==> config.mk <==
export PLATFORM = sky130hd
export DESIGN_NAME = pft_bram_writer_flat
export DESIGN_NICKNAME = d
export VERILOG_FILES = /design/src/rtl/pft_bram_writer_pkg.sv /design/src/rtl/pft_bram_writer_if.sv /design/src/rtl/pft_bram_writer_decoder5x32.sv /design/src/rtl/pft_bram_writer.sv /design/src/flat_wrapper.sv
export SDC_FILE = /design/constraint.sdc
export NUM_CORES = 1
export LEC_CHECK = 0
export ABC_CLOCK_PERIOD_IN_PS = 11750
export CORE_ASPECT_RATIO = 1.5
export CORE_MARGIN = 8
export CORE_UTILIZATION = 45
export CTS_BUF_LIST = sky130_fd_sc_hd__clkbuf_8
export CTS_CLUSTER_SIZE = 24
export DETAILED_ROUTE_END_ITERATION = 10
export PLACE_DENSITY = 0.83
export REMOVE_ABC_BUFFERS = 1
export SYNTH_ARGS = -nofsm -noshare
export SYNTH_HDL_FRONTEND = slang
export SYNTH_SLANG_ARGS = --single-unit
==> constraint.sdc <==
create_clock -name clk -period 11.75 [get_ports clk]
set_clock_uncertainty 0.05 [all_clocks]
set_input_delay 3.525 -clock clk [delete_from_list [all_inputs] [get_ports clk]]
set_output_delay 3.525 -clock clk [all_outputs]
set_load 0.02 [all_outputs]
==> src/rtl/pft_bram_writer_pkg.sv <==
// Shared definitions for the PFT buffer write-side controller.
// Holds the buffer geometry constants, the controller state encoding and a
// helper that turns a configured count (banks or rows) into its last index.
package pft_bram_writer_pkg;

    localparam int PFT_ADDR_WIDTH = 5;
    localparam int PFT_DATA_WIDTH = 8;
    localparam int PE_COL         = 16;
    localparam int PFT_BANK       = 32;
    localparam int BANK_IDX_W     = 5;

    typedef enum logic [1:0] {
        IDLE = 2'd0,
        FILL = 2'd1,
        DONE = 2'd2
    } pft_state_e;

    // A count of 0 or anything above 32 means "all 32"; the controller only
    // ever needs the last valid index, which always fits in 5 bits.
    function automatic logic [4:0] last_index(input logic [5:0] cfg);
        if (cfg == 6'd0 || cfg > 6'd32) begin
            return 5'd31;
        end
        return cfg[4:0] - 5'd1;
    endfunction

endpackage

==> src/rtl/pft_bram_writer_if.sv <==
// Bundle of the control, stream and buffer-write signals of the PFT writer.
//   start/cfg_banks/cfg_rows/clear : fill control from the host
//   in_valid/in_ready/in_data      : feature-row stream (valid/ready)
//   write/PFT_waddr/din            : registered buffer write port
//   valid/busy/done                : bank-filled mask and status
// master : the side that drives control and stream (host / upstream)
// slave  : the writer controller itself
interface pft_bram_writer_if
    import pft_bram_writer_pkg::*;
#(
    parameter int AW   = PFT_ADDR_WIDTH,
    parameter int DW   = PFT_DATA_WIDTH,
    parameter int COL  = PE_COL,
    parameter int BANK = PFT_BANK
) ();

    logic                start;
    logic [5:0]          cfg_banks;
    logic [AW:0]         cfg_rows;
    logic                clear;
    logic                in_valid;
    logic                in_ready;
    logic [DW*COL-1:0]   in_data;
    logic [BANK-1:0]     write;
    logic [AW-1:0]       PFT_waddr;
    logic [DW*COL-1:0]   din;
    logic [BANK-1:0]     valid;
    logic                busy;
    logic                done;

    modport master (
        output start, cfg_banks, cfg_rows, clear, in_valid, in_data,
        input  in_ready, write, PFT_waddr, din, valid, busy, done
    );

    modport slave (
        input  start, cfg_banks, cfg_rows, clear, in_valid, in_data,
        output in_ready, write, PFT_waddr, din, valid, busy, done
    );

endinterface

==> src/rtl/pft_bram_writer_decoder5x32.sv <==
// 5-bit bank index to 32-bit one-hot bank select (purely combinational).
//   idx    : bank index 0..31
//   onehot : bit idx set, all others clear
module decoder5x32 (
    input  logic [4:0]  idx,
    output logic [31:0] onehot
);

    generate
        for (genvar gi = 0; gi < 32; gi++) begin : g_dec
            assign onehot[gi] = (idx == 5'(gi));
        end
    endgenerate

endmodule

==> src/rtl/pft_bram_writer.sv <==
// Write-side controller for the banked PFT buffer.
// Fills banks in order (all rows of bank 0, then bank 1, ...) from a
// valid/ready row stream, issuing one registered write per accepted row and
// maintaining the per-bank filled mask used by the read side.
//   clk, rst : clock, asynchronous active-high reset
//   bus      : control, stream and buffer-write signals (slave side)
module pft_bram_writer
    import pft_bram_writer_pkg::*;
#(
    parameter int PFT_addr_width = PFT_ADDR_WIDTH,
    parameter int PFT_data_width = PFT_DATA_WIDTH,
    parameter int PE_COL_P       = PE_COL,
    parameter int PFT_bank       = PFT_BANK
) (
    input  logic               clk,
    input  logic               rst,
    pft_bram_writer_if.slave   bus
);

    localparam int ROW_W = PFT_data_width * PE_COL_P;

    pft_state_e                 state_reg, state_next;
    logic [BANK_IDX_W-1:0]      bank_cnt_reg, bank_last_reg;
    logic [PFT_addr_width-1:0]  row_cnt_reg, row_last_reg;
    logic [PFT_bank-1:0]        write_reg, valid_reg;
    logic [PFT_addr_width-1:0]  waddr_reg;
    logic [ROW_W-1:0]           din_reg;
    logic                       done_reg;

    logic [31:0]                bank_onehot;
    logic                       accept, row_wrap, last_bank, fill_end, start_ok;

    // A beat offered in the same cycle as clear still completes its
    // handshake (in_ready is high), so its write is issued; clear only stops
    // acceptance from the following cycle on.
    assign accept    = bus.in_valid && (state_reg == FILL);
    assign row_wrap  = (row_cnt_reg == row_last_reg);
    assign last_bank = (bank_cnt_reg == bank_last_reg);
    assign fill_end  = accept && row_wrap && last_bank;
    assign start_ok  = bus.start && !bus.clear &&
                       (state_reg == IDLE || state_reg == DONE);

    decoder5x32 u_dec (
        .idx    (bank_cnt_reg),
        .onehot (bank_onehot)
    );

    always_comb begin
        state_next = state_reg;
        if (bus.clear) begin
            state_next = IDLE;
        end else begin
            case (state_reg)
                IDLE:    if (bus.start) state_next = FILL;
                FILL:    if (fill_end)  state_next = DONE;
                DONE:    if (bus.start) state_next = FILL;
                default: state_next = IDLE;
            endcase
        end
    end

    always_ff @(posedge clk or posedge rst) begin
        if (rst) begin
            state_reg <= IDLE;
        end else begin
            state_reg <= state_next;
        end
    end

    // Bank/row position. The bank counter holds on the final row of the last
    // bank so it never wraps back into bank 0 during a fill.
    always_ff @(posedge clk or posedge rst) begin
        if (rst) begin
            bank_cnt_reg  <= '0;
            row_cnt_reg   <= '0;
            bank_last_reg <= '0;
            row_last_reg  <= '0;
        end else if (bus.clear) begin
            bank_cnt_reg <= '0;
            row_cnt_reg  <= '0;
        end else if (start_ok) begin
            bank_cnt_reg  <= '0;
            row_cnt_reg   <= '0;
            bank_last_reg <= last_index(bus.cfg_banks);
            row_last_reg  <= PFT_addr_width'(last_index(6'(bus.cfg_rows)));
        end else if (accept) begin
            if (row_wrap) begin
                row_cnt_reg <= '0;
                if (!last_bank) begin
                    bank_cnt_reg <= bank_cnt_reg + 1'b1;
                end
            end else begin
                row_cnt_reg <= row_cnt_reg + 1'b1;
            end
        end
    end

    // Registered write port and status. The valid bit and done pulse land on
    // the same edge as the write strobe of the row that completes them.
    always_ff @(posedge clk or posedge rst) begin
        if (rst) begin
            write_reg <= '0;
            waddr_reg <= '0;
            din_reg   <= '0;
            valid_reg <= '0;
            done_reg  <= 1'b0;
        end else begin
            write_reg <= accept ? PFT_bank'(bank_onehot) : '0;
            if (accept) begin
                waddr_reg <= row_cnt_reg;
                din_reg   <= bus.in_data;
            end
            done_reg <= fill_end && !bus.clear;
            if (bus.clear || start_ok) begin
                valid_reg <= '0;
            end else if (accept && row_wrap) begin
                valid_reg <= valid_reg | PFT_bank'(bank_onehot);
            end
        end
    end

    assign bus.write     = write_reg;
    assign bus.PFT_waddr = waddr_reg;
    assign bus.din       = din_reg;
    assign bus.valid     = valid_reg;
    assign bus.done      = done_reg;
    assign bus.busy      = (state_reg == FILL);
    assign bus.in_ready  = (state_reg == FILL);

endmodule

==> src/flat_wrapper.sv <==
// flat-port wrapper written by rule: the top's interface ports become plain ports
module pft_bram_writer_flat import pft_bram_writer_pkg::*;
#(
    parameter int PFT_addr_width = PFT_ADDR_WIDTH,
    parameter int PFT_data_width = PFT_DATA_WIDTH,
    parameter int PE_COL_P       = PE_COL,
    parameter int PFT_bank       = PFT_BANK
)
  (clk, rst, bus_start, bus_cfg_banks, bus_cfg_rows, bus_clear, bus_in_valid, bus_in_data, bus_in_ready, bus_write, bus_PFT_waddr, bus_din, bus_valid, bus_busy, bus_done);
  pft_bram_writer_if bus_i ();
  input  logic clk;
  input  logic rst;
  input wire logic [$bits(bus_i.start)-1:0] bus_start;
  input wire logic [$bits(bus_i.cfg_banks)-1:0] bus_cfg_banks;
  input wire logic [$bits(bus_i.cfg_rows)-1:0] bus_cfg_rows;
  input wire logic [$bits(bus_i.clear)-1:0] bus_clear;
  input wire logic [$bits(bus_i.in_valid)-1:0] bus_in_valid;
  input wire logic [$bits(bus_i.in_data)-1:0] bus_in_data;
  output wire logic [$bits(bus_i.in_ready)-1:0] bus_in_ready;
  output wire logic [$bits(bus_i.write)-1:0] bus_write;
  output wire logic [$bits(bus_i.PFT_waddr)-1:0] bus_PFT_waddr;
  output wire logic [$bits(bus_i.din)-1:0] bus_din;
  output wire logic [$bits(bus_i.valid)-1:0] bus_valid;
  output wire logic [$bits(bus_i.busy)-1:0] bus_busy;
  output wire logic [$bits(bus_i.done)-1:0] bus_done;
  assign bus_i.start = bus_start;
  assign bus_i.cfg_banks = bus_cfg_banks;
  assign bus_i.cfg_rows = bus_cfg_rows;
  assign bus_i.clear = bus_clear;
  assign bus_i.in_valid = bus_in_valid;
  assign bus_i.in_data = bus_in_data;
  assign bus_in_ready = bus_i.in_ready;
  assign bus_write = bus_i.write;
  assign bus_PFT_waddr = bus_i.PFT_waddr;
  assign bus_din = bus_i.din;
  assign bus_valid = bus_i.valid;
  assign bus_busy = bus_i.busy;
  assign bus_done = bus_i.done;
  pft_bram_writer #(.PFT_addr_width(PFT_addr_width), .PFT_data_width(PFT_data_width), .PE_COL_P(PE_COL_P), .PFT_bank(PFT_bank)) u_core (.clk(clk), .rst(rst), .bus(bus_i));
endmodule
* Yosys cells after proc, flatten, opt, wreduce, memory -nomap -nowiden
Index checks and enable logic that the tools add are counted.
** Word-level totals
- Output and inout port bits :: 200
- Logic and storage cells :: 104
- Input port bits :: 145
- Flip-flop bits (word level) :: 220
** Operators by class
- $add $sub $neg :: 4
- Reduce and logical (&&, ||, !) cells :: 22
- Magnitude comparators :: 2
- Bitwise logic cells :: 2
- Multiplexer cells :: 26
- Eq/ne operators :: 38
** Operators by type and width (number)
- $mux W32 :: 3
- $eq A5 B5 Y1 const B :: 16
- $mux W5 :: 13
- $eq A5 B4 Y1 const B :: 8
- $or A32 B32 Y32 :: 1
- $eq A5 B3 Y1 const B :: 4
- $gt A6 B6 Y1 const B :: 2
- $logic_not A6 Y1 :: 2
- $add A5 B1 Y5 const B :: 2
- $eq A5 B2 Y1 const B :: 2
- $eq A5 B5 Y1 :: 2
- $sub A5 B1 Y5 const B :: 2
- $logic_and A1 B1 Y1 :: 6
- $mux W1 :: 6
- $mux W2 :: 3
- $reduce_bool A3 Y1 :: 2
- $eq A5 B1 Y1 const B :: 1
- $logic_not A5 Y1 :: 1
- $logic_or A1 B1 Y1 :: 4
- $pmux W2 S2 :: 1
- $reduce_and A2 Y1 :: 2
- $ne A3 B1 Y1 const B :: 1
- $ne A3 B2 Y1 const B :: 1
- $ne A3 B3 Y1 const B :: 1
- other kinds (8) :: 8

* Depth between registers and ports, before layout
Gate-level depths: netlist of the first run.
- Word-level depth :: 7
- Mapped depth :: 7
- Gate-level depth less buffers :: 6

* Hierarchy
From an unflattened synthesis of the first run, not the netlist that was laid out.
** Unflattened totals
- Cell total of the unflattened synthesis :: 928
- Area, all modules :: 8874.8 sq um
** By module, submodules not included
- pft_bram_writer :: sequential area each 5505.3 sq um, times used 1, area an instance 8653.3 sq um, cells each 881
- decoder5x32 :: sequential area each 0.0 sq um, times used 1, area an instance 221.5 sq um, cells each 47

* Least setup slack after synthesis of the first run
Ideal clock, no wire load.
- Kind :: input to register
- Start :: input port bus_in_valid
- End :: register u_core.bank_cnt_reg[2]
- Data arrival time :: 4608 ps
- Path buffers :: 1
- Setup time :: 78 ps
- Stages :: 6
- Setup slack :: 7014 ps
- Required time :: 11622 ps
- Cell sequence :: and3b_1 buf_4 nand3_1 nor2_2 or4b_1 a21oi_1
** Between the ends
- Word-level cells in the longest chain between the ends :: 3
** Ends and longest elaborated chain
- start, declared :: line flat_wrapper.sv:17 : input wire logic [$bits(bus_i.in_valid)-1:0] bus_in_valid;
- $logic_and A1 B1 Y1 :: line pft_bram_writer.sv:36 : assign accept = bus.in_valid && (state_reg == FILL);
- $reduce_bool A3 Y1 (no line)
- $reduce_and A3 Y1 (no line)
- end signal, assigned :: line pft_bram_writer.sv:90 : bank_cnt_reg <= bank_cnt_reg + 1'b1;
- end, declared :: line pft_bram_writer.sv:23 : logic [BANK_IDX_W-1:0] bank_cnt_reg, bank_last_reg;
Every way passes these cells.
A chain may end at the register's enable or synchronous reset.

* Worst setup path after layout of the first run
Ends and elaborated chain as after synthesis.

==> results of run 1 <==
==> area by class of cell <==
| cell class | instances | share of cell area |
|---|---|---|
| multi-input combinational | 632 | 0.221 |
| sequential | 220 | 0.428 |
| clock inverter | 21 | 0.00875 |
| tap | 256 | 0.0249 |
| timing repair buffer | 349 | 0.270 |
| inverter | 10 | 0.00350 |
| clock buffer | 40 | 0.0428 |
| antenna | 3 | 0.000583 |
==> logic make-up after synthesis <==
kind of cell / count (synthesis)
and+or+nand+nor: 543
DFF: 220
AOI/OAI and AO/OA: 60
buffers and inverters: 55
xor gates and xnor gates: 18
adders and majority gates: 11
==> through the flow <==
step            util  hold slack (ns)
2_1_floorplan      -            0.446
5_1_grt        0.680            0.438
4_1_cts        0.680            0.425
3_5_place_dp   0.645            0.411
6_report       0.680            0.421
3_3_place_gp   0.645            0.406
==> power breakdown <==
part | switching [mW] | internal (mW) | leakage (nW)
Sequential | 0.0518 | 0.856 | 2.84
Combinational | 0.281 | 0.243 | 2.87
Clock | 0.292 | 0.333 | 0.400
Total | 0.625 | 1.43 | 6.11
==> synth_stat cells, types with 4 or more instances <==
cell type,number
nand3_1,9
clkbuf_1,35
xnor2_1,12
o21ai_2,10
inv_1,10
ha_1,11
xor2_1,6
a21oi_1,21
nor2_1,47
nand2b_1,4
dfrtp_1,220
nor3_1,5
o21ai_0,19
nand2_1,452
==> routing by layer <==
layer | vias to the layer above | routed length [um] | track usage
met5 | - | 0 | 0
met4 | 0 | 1560 | 0.132
met3 | 93 | 1850 | 0.0490
met2 | 292 | 14100 | 0.393
met1 | 3545 | 10200 | 0.248
li1 | 3522 | - | -
==> worst paths after layout <==
check                                     from                endpoint  slack, ns  cells after the start
setup / recovery                  bus_in_valid  u_core.bank_cnt_reg[2]       5.35                      7
hold reg to reg             u_core.bus.din[92]      u_core.bus.din[92]       0.42                      2
max in group asynchronous                  rst    u_core.bus.write[30]       6.79                      3
setup reg to reg           u_core.state_reg[1]  u_core.bank_cnt_reg[2]       8.41                      6
hold / removal              u_core.bus.din[92]      u_core.bus.din[92]       0.42                      2
min in group asynchronous                  rst      u_core.bus.din[24]       3.49                      2
==> critical path, stage by stage <==
cell,delay [ns]
clkdlybuf4s50_1,0.52
and3b_4,0.62
buf_4,0.82
nand3_1,0.26
nor2_2,0.31
or4b_1,0.46
a21oi_1,0.16
==> cells in the final DEF, fill, tap and decap left out, types with 2 or more instances in the layout <==
cell and count:
clkbuf_8 40, clkdlybuf4s50_1 344, nand2_1 451, clkinv_2 6, o21ai_2 10, and2_1 2
or4b_1 2, o21ai_0 19, and2b_1 2, nor2_1 47, nand4b_1 2, or3_4 2
ha_1 11, nand2b_1 4, or4_1 2, a21oi_1 21, o21ai_1 2, o41ai_1 3
o311ai_0 2, diode_2 3, dfrtp_1 220, and3_1 2, nand3_1 9, xnor2_1 12
nor4b_1 2, buf_4 5, xor2_1 6, inv_1 23, nor3_1 5
==> results.yml, run 1 <==
finish:
  multiInputGateArea_um2: 2850
  synthToLayoutAreaGrowth_pct: 50.0
  largest_reg_flops: 128
  drive_gt1_frac: 0.0574
  final_cells: 1531
  ff_latch_area_um2: 5510
  fin_area_um2: 12900
  fill_cells: 1470
  fin_nets: 1404
sta:
  drv_slew: 0
  finalHoldViolCount: 0
  relSlewSlack: 0.281
  rsz0062_at_grt: "no"
  tns_ns: 0
  period_share: 0.545
  fmax_ghz: 0.156
  setup_ws_ns: 5.35
  period_needed_ns: 6.40
  worst_pin_slew_ns: 1.07
  finalSetupViolCount: 0
yosys:
  synth_top_area_frac: 0.641
  ys_warn_count: 0
  yosys.area.top_type: "dfrtp_1"
  yosys_register_bits: 220
  synth_top_family_by_area: "simple AND/OR/NAND/NOR gates"
  yosys_most_used_dff: "dfrtp_1"
  yosysSeqAreaShare: 0.641
  syn_area_um2: 8580
  synth_cell_types: 42
  synthSimpleGateAreaFrac: 0.253
  syn_inst: 907
  syn_avg_cell_area_um2: 9.46
  synth-compound-area-share: 0.0426
  synthArstFlopShare: 1.00
  yosys-top-cells-area: "dfrtp_1 (64%), nand2_1 (20%), nor2_1 (2.1%)"
  synthXorXnorAreaFrac: 0.0184
  synth_edf_count: 0
  synth_mux_area_frac: 0
  synthAdderAreaFrac: 0.0160
global_routing:
  grt_pass1_vias: 7649
  antenna_found_initial: 1
  grt_overflow: 0
  grt_pass1_wl_um: 41900
  grt_max_degree: 95
  grtUsageTotal: 0.226
power_and_ir_drop:
  worst_ir_drop_vdd_mv: 0.0963
  power.density_nw_per_um2: 160
  leakagePower_nw: 6.11
  power.total_mw: 2.06
routing:
  dr_total_vias: 7452
  dr.pass1.iters: 7
  ant_nets: 0
  route.detailed.drc: 0
  drt_wl_total_um: 27800
  drtIter0Drc: 455
  avgViaCountPerCell: 4.87
  wl_per_cell_um: 18.2
placement:
  dp_worst_setup_slack_ns: 4.86
  place_congestion: 0.852
  dpl_cell_area_um2: 12200
  io_buffers: 344
  dp.cells: 1467
  dp_hpwl_um: 20100
floorplan:
  start_util: 0.453
  die-area_um2: 23800
  fp.coreArea_um2: 18900
  pin_count: 345
  die_y_um: 185
  die-width_um: 129
  rows: 62
clock_tree:
  clkLatencyLatePin_ns: 0.50
  post-cts-setup-buffers: 0
  cts_tree: "done"
  cts_sinks: 220
  cts-htree-levels: 2
  path_clk_slew_ns: 0.06
  ctsResizeCount: 0
  ctsHoldBuffers: 0
  cts_buffers: 35
  cts_max_path_buffers: 3
  root_buffer: "clkbuf_8"
critical_path:
  crit_required_ns: 12.12
  arrival_ns: 6.77
  critPathKind: "input port to register"
  start_kind: "input port"
  crit_fanout: 94
  end_kind: "register"
run:
  max-cap-violations: 0
worst_hold_path:
  hold_path.class: "register to register"
run_status:
  outcome: "completed"
Power figures use the tool's default switching activity.
==> inputs of run 2 (changes only) <==
--- a/config.mk
+++ b/config.mk
@@ -5,7 +5,7 @@
 export SDC_FILE = /design/constraint.sdc
 export NUM_CORES = 1
 export LEC_CHECK = 0
-export ABC_CLOCK_PERIOD_IN_PS = 11750
+export ABC_CLOCK_PERIOD_IN_PS = 5900
 export CORE_ASPECT_RATIO = 1.5
 export CORE_MARGIN = 8
 export CORE_UTILIZATION = 45
==> constraint.sdc (replaced) <==
create_clock -name clk -period 5.9 [get_ports clk]
set_clock_uncertainty 0.05 [all_clocks]
set_input_delay 1.77 -clock clk [delete_from_list [all_inputs] [get_ports clk]]
set_output_delay 1.77 -clock clk [all_outputs]
set_load 0.02 [all_outputs]
==> run 2 against run 1 <==
  * Count of clock-buffer cells in the layout up 5
  * Hold slack is essentially flat
  * Sequential power up 99%
  * Global-route usage grew 0.64 points
  * Clock power rose by 100%
  * Power increased by 100%
  * Highest routed layer unchanged
==> results.yml, run 2 (synthesis gave the netlist of run 1 again) <==
run_status:
  outcome: "completed"
critical_path:
  slowest_delay_ns: 0.57
  critPathKind: "input port to register"
  end_kind: "register"
  start_kind: "input port"
  crit_fanout: 55
  crit_required_ns: 6.29
  path_cells: "clkdlybuf4s50_1 > and3b_4 > buf_4 > buf_4 > nand2_1 > nand2_1"
  slowest_stage: "buf_4"
  arrival_ns: 4.21
clock_tree:
  post-cts-setup-buffers: 0
  ctsResizeCount: 0
  cts-htree-levels: 2
  ctsHoldBuffers: 0
  path_clk_slew_ns: 0.06
  root_buffer: "clkbuf_8"
  cts_max_path_buffers: 3
  cts_buffers: 34
  cts_sinks: 220
  clkLatencyLatePin_ns: 0.51
  cts_tree: "done"
global_routing:
  grt_overflow: 0
  grt_max_degree: 124
  grtUsageTotal: 0.232
  antenna_found_initial: 1
  grt_pass1_vias: 7913
  grt_pass1_wl_um: 42900
sta:
  relSlewSlack: 0.230
  tns_ns: 0
  fmax_ghz: 0.261
  period_needed_ns: 3.83
  worst_pin_slew_ns: 1.15
  drv_slew: 0
  finalHoldViolCount: 0
  rsz0062_at_grt: "no"
  finalSetupViolCount: 0
  setup_ws_ns: 2.07
  period_share: 0.649
finish:
  final_cell_mix: "nand2_1 (451), clkdlybuf4s50_1 (344), dfrtp_1 (220)"
  synthToLayoutAreaGrowth_pct: 50.5
  fin_nets: 1404
  largest_reg_flops: 128
  layout_commonest_cell: "nand2_1"
  drive_gt1_frac: 0.0573
floorplan:
  start_util: 0.453
  die-area_um2: 23800
  die_y_um: 185
  pin_count: 345
  rows: 62
  fp.coreArea_um2: 18900
  die-width_um: 129
routing:
  dr_total_vias: 7462
  avgViaCountPerCell: 4.87
  drtIter0Drc: 479
  drt_wl_total_um: 27800
  route.detailed.drc: 0
  dr.pass1.iters: 6
  ant_nets: 0
  wl_per_cell_um: 18.2
placement:
  place_congestion: 0.870
  dp_hpwl_um: 20300
  io_buffers: 344
  dp_worst_setup_slack_ns: 1.53
run:
  max-cap-violations: 0
worst_hold_path:
  hold_path.class: "register to register"
power_and_ir_drop:
  leakagePower_nw: 6.13
  power.density_nw_per_um2: 318
  worst_ir_drop_vdd_mv: 0.213
## run 2: through the flow
step,cell area (um^2),utilization,instances,hold WS [ns],power [mW]
after CTS,12900,0.682,1529,0.427,4.16
after floorplan,8380,-,862,0.446,2.29
after detailed placement,12200,0.646,1468,0.411,2.89
final,12900,0.682,1531,0.421,4.11
after global placement,12200,0.646,1468,0.407,2.86
after global routing,12900,0.682,1530,0.445,4.30
## run 2: final timing paths
check / startpoint / to / slack, ns / depth (start not counted)
worst min register to register: u_core.bus.din[52] / u_core.bus.din[52] / 0.42 / 2
worst max-delay path: bus_in_valid / u_core.bus.din[113] / 2.07 / 6
worst max register to register: u_core.state_reg[1] / u_core.bus.din[113] / 3.41 / 5
min in group asynchronous: rst / u_core.bus.din[105] / 1.80 / 2
max in group asynchronous: rst / u_core.bus.valid[27] / 3.06 / 3
worst min-delay path: u_core.bus.din[52] / u_core.bus.din[52] / 0.42 / 2
## run 2: power by group
group	internal, mW	switching [mW]
Clock	0.679	0.577
Combinational	0.486	0.555
Sequential	1.71	0.108
Total	2.87	1.24
## run 2: per-layer routing
metal,global-route usage,share of wire,wire length (um),vias to the layer above
met2,0.408,0.52,14400,338
met4,0.124,0.053,1470,0
met3,0.0516,0.077,2140,85
met5,0,0,0,-
met1,0.255,0.35,9800,3519
li1,-,-,-,3520
## run 2: area by class of cell
class / instances / area [um^2]
fill: 1461 / 6010
sequential: 220 / 5510
timing repair buffer: 350 / 3510
multi-input combinational: 632 / 2850
clock buffer: 45 / 619
tap: 256 / 320
clock inverter: 16 / 61.3
inverter: 10 / 45.0
antenna: 2 / 5.00
## run 2: worst max-delay path, delay by kind of cell
family	cells	cell delay [ns]
AND/OR/NAND/NOR	3	0.75
buffers and inverters	3	1.65
==> inputs of run 3 (changes only) <==
--- a/config.mk
+++ b/config.mk
@@ -5,14 +5,14 @@
 export SDC_FILE = /design/constraint.sdc
 export NUM_CORES = 1
 export LEC_CHECK = 0
-export ABC_CLOCK_PERIOD_IN_PS = 5900
+export ABC_CLOCK_PERIOD_IN_PS = 3300
 export CORE_ASPECT_RATIO = 1.5
 export CORE_MARGIN = 8
-export CORE_UTILIZATION = 45
+export CORE_UTILIZATION = 40
 export CTS_BUF_LIST = sky130_fd_sc_hd__clkbuf_8
 export CTS_CLUSTER_SIZE = 24
 export DETAILED_ROUTE_END_ITERATION = 10
-export PLACE_DENSITY = 0.83
+export PLACE_DENSITY = 0.78
 export REMOVE_ABC_BUFFERS = 1
 export SYNTH_ARGS = -nofsm -noshare
 export SYNTH_HDL_FRONTEND = slang
==> constraint.sdc (replaced) <==
create_clock -name clk -period 3.3 [get_ports clk]
set_clock_uncertainty 0.05 [all_clocks]
set_input_delay 0.99 -clock clk [delete_from_list [all_inputs] [get_ports clk]]
set_output_delay 0.99 -clock clk [all_outputs]
set_load 0.02 [all_outputs]
==> run 3 against run 2 <==
  * Clock power grew 88%
  * Cell area grew 1.2%
  * Sequential cell count is the same
  * Count of clock-buffer cells in the layout shrank 2
  * Hold slack lost 0.0014 ns
  * First-iteration DRC count shrank 40%
  * Final cell count grew 1.3%
  * Critical path type is now register to output pin
  * Largest power group unchanged
  * Highest routed layer unchanged
==> results.yml, run 3 (synthesis gave the netlist of run 1 again) <==
finish:
  synthToLayoutAreaGrowth_pct: 52.4
  drive_gt1_frac: 0.0665
  final_cell_mix: "nand2_1 (451), clkdlybuf4s50_1 (344), dfrtp_1 (220)"
  largest_reg_flops: 128
  layout_commonest_cell: "nand2_1"
  fin_nets: 1414
  utilization: 0.621
  fin_area_um2: 13100
placement:
  dp_worst_setup_slack_ns: 0.381
  dpl_cell_area_um2: 12400
  dp_hpwl_um: 20500
  place_congestion: 0.818
  io_buffers: 344
worst_hold_path:
  hold_path.class: "register to register"
floorplan:
  die-width_um: 136
  rows: 65
  start_util: 0.407
  pin_count: 345
  die_y_um: 195
  fp.coreArea_um2: 21100
  die-area_um2: 26500
sta:
  finalSetupViolCount: 0
  finalHoldViolCount: 0
  rsz0062_at_grt: "no"
  period_needed_ns: 2.86
  relSlewSlack: 0.565
  setup_ws_ns: 0.438
  worst_pin_slew_ns: 0.650
  drv_slew: 0
  fmax_ghz: 0.349
  tns_ns: 0
  period_share: 0.867
routing:
  route.detailed.drc: 0
  avgViaCountPerCell: 4.75
  wl_per_cell_um: 17.8
  drt_wl_total_um: 27600
  dr.pass1.iters: 5
  dr_total_vias: 7360
  ant_nets: 0
  drtIter0Drc: 286
clock_tree:
  path_clk_slew_ns: 0.06
  cts_max_path_buffers: 3
  root_buffer: "clkbuf_8"
  cts-htree-levels: 2
  cts_sinks: 220
  cts_tree: "done"
  post-cts-setup-buffers: 0
  ctsResizeCount: 0
  clkLatencyLatePin_ns: 0.51
  cts_buffers: 35
  ctsHoldBuffers: 0
critical_path:
  r2r_slack_ns: 1.23
  critPathKind: "register to output pin"
  crit_required_ns: 2.26
  start_kind: "register"
  arrival_ns: 1.82
  end_kind: "output pin"
  crit_fanout: 3
power_and_ir_drop:
  leakagePower_nw: 6.17
  pwr-share-seq: 0.433
  power.total_mw: 7.48
  power_frac_comb: 0.250
  p_int_mw: 5.26
  power.share.switching: 0.297
  power.density_nw_per_um2: 572
  clkPwrFrac: 0.317
  switchingPower_mw: 2.22
  worst_ir_drop_vdd_mv: 0.262
global_routing:
  grt_max_degree: 133
  grt_overflow: 0
  grt_pass1_wl_um: 41900
  antenna_found_initial: 4
  grtUsageTotal: 0.201
  grt_pass1_vias: 7511
run_status:
  outcome: "completed"
run:
  max-cap-violations: 0
run 3: cell types whose count changed in the layout (fill, tap and decap cells not counted):
cell	change
buf_4	+6
inv_1	-6
buf_12	+3
clkinvlp_4	+3
bufinv_16	+2
clkbuf_8	-2
diode_2	+2
run 3: layout make-up:
cell class	count	area (um^2)
well taps	268	335
multi-input cells	632	2850
fillers	1765	7990
repair buffers	359	3620
clock inverters	15	121
diodes	4	10.0
clock buffers	43	592
flip-flops and latches	220	5510
inverters	10	45.0
run 3: worst paths after layout:
| kind | from | to | depth (start not counted) |
|---|---|---|---|
| setup reg to reg | u_core.bank_cnt_reg[0] | u_core.bank_cnt_reg[4] | 5 |
| hold / removal | u_core.bus.din[65] | u_core.bus.din[65] | 2 |
| max in group asynchronous | rst | u_core.bus.valid[27] | 3 |
| hold reg to reg | u_core.bus.din[65] | u_core.bus.din[65] | 2 |
| setup / recovery | u_core.state_reg[1] | bus_busy | 3 |
| min in group asynchronous | rst | u_core.bus.din[88] | 2 |
run 3: metal layers:
metal / global-route usage / wire length [um] / up-vias
met2: 0.365 / 15000 / 266
li1: - / - / 3538
met5: 0 / 0 / -
met3: 0.0442 / 1840 / 57
met4: 0.0962 / 1060 / 0
met1: 0.214 / 9680 / 3499
run 3: power by group through the flow:
stage	clock network (mW)	logic, mW	registers (mW)
finish	2.37	1.87	3.24
global route	2.54	1.99	3.28
CTS	2.44	1.90	3.24
detailed placement	0	1.89	3.28
global placement	0	1.86	3.26
floorplan	0	0.410	3.69
run 3: critical path, stage by stage (launching register included):
cell	delay [ns]
dfrtp_1	0.39
nand2b_1	0.17
inv_1	0.14
clkdlybuf4s50_1	0.63
run 3: stage by stage:
| step | instances | hold WS [ns] |
|---|---|---|
| final | 1551 | 0.420 |
| after global placement | 1489 | 0.406 |
| after floorplan | 862 | 0.446 |
| after global routing | 1551 | 0.439 |
| after detailed placement | 1489 | 0.411 |
| after CTS | 1547 | 0.426 |
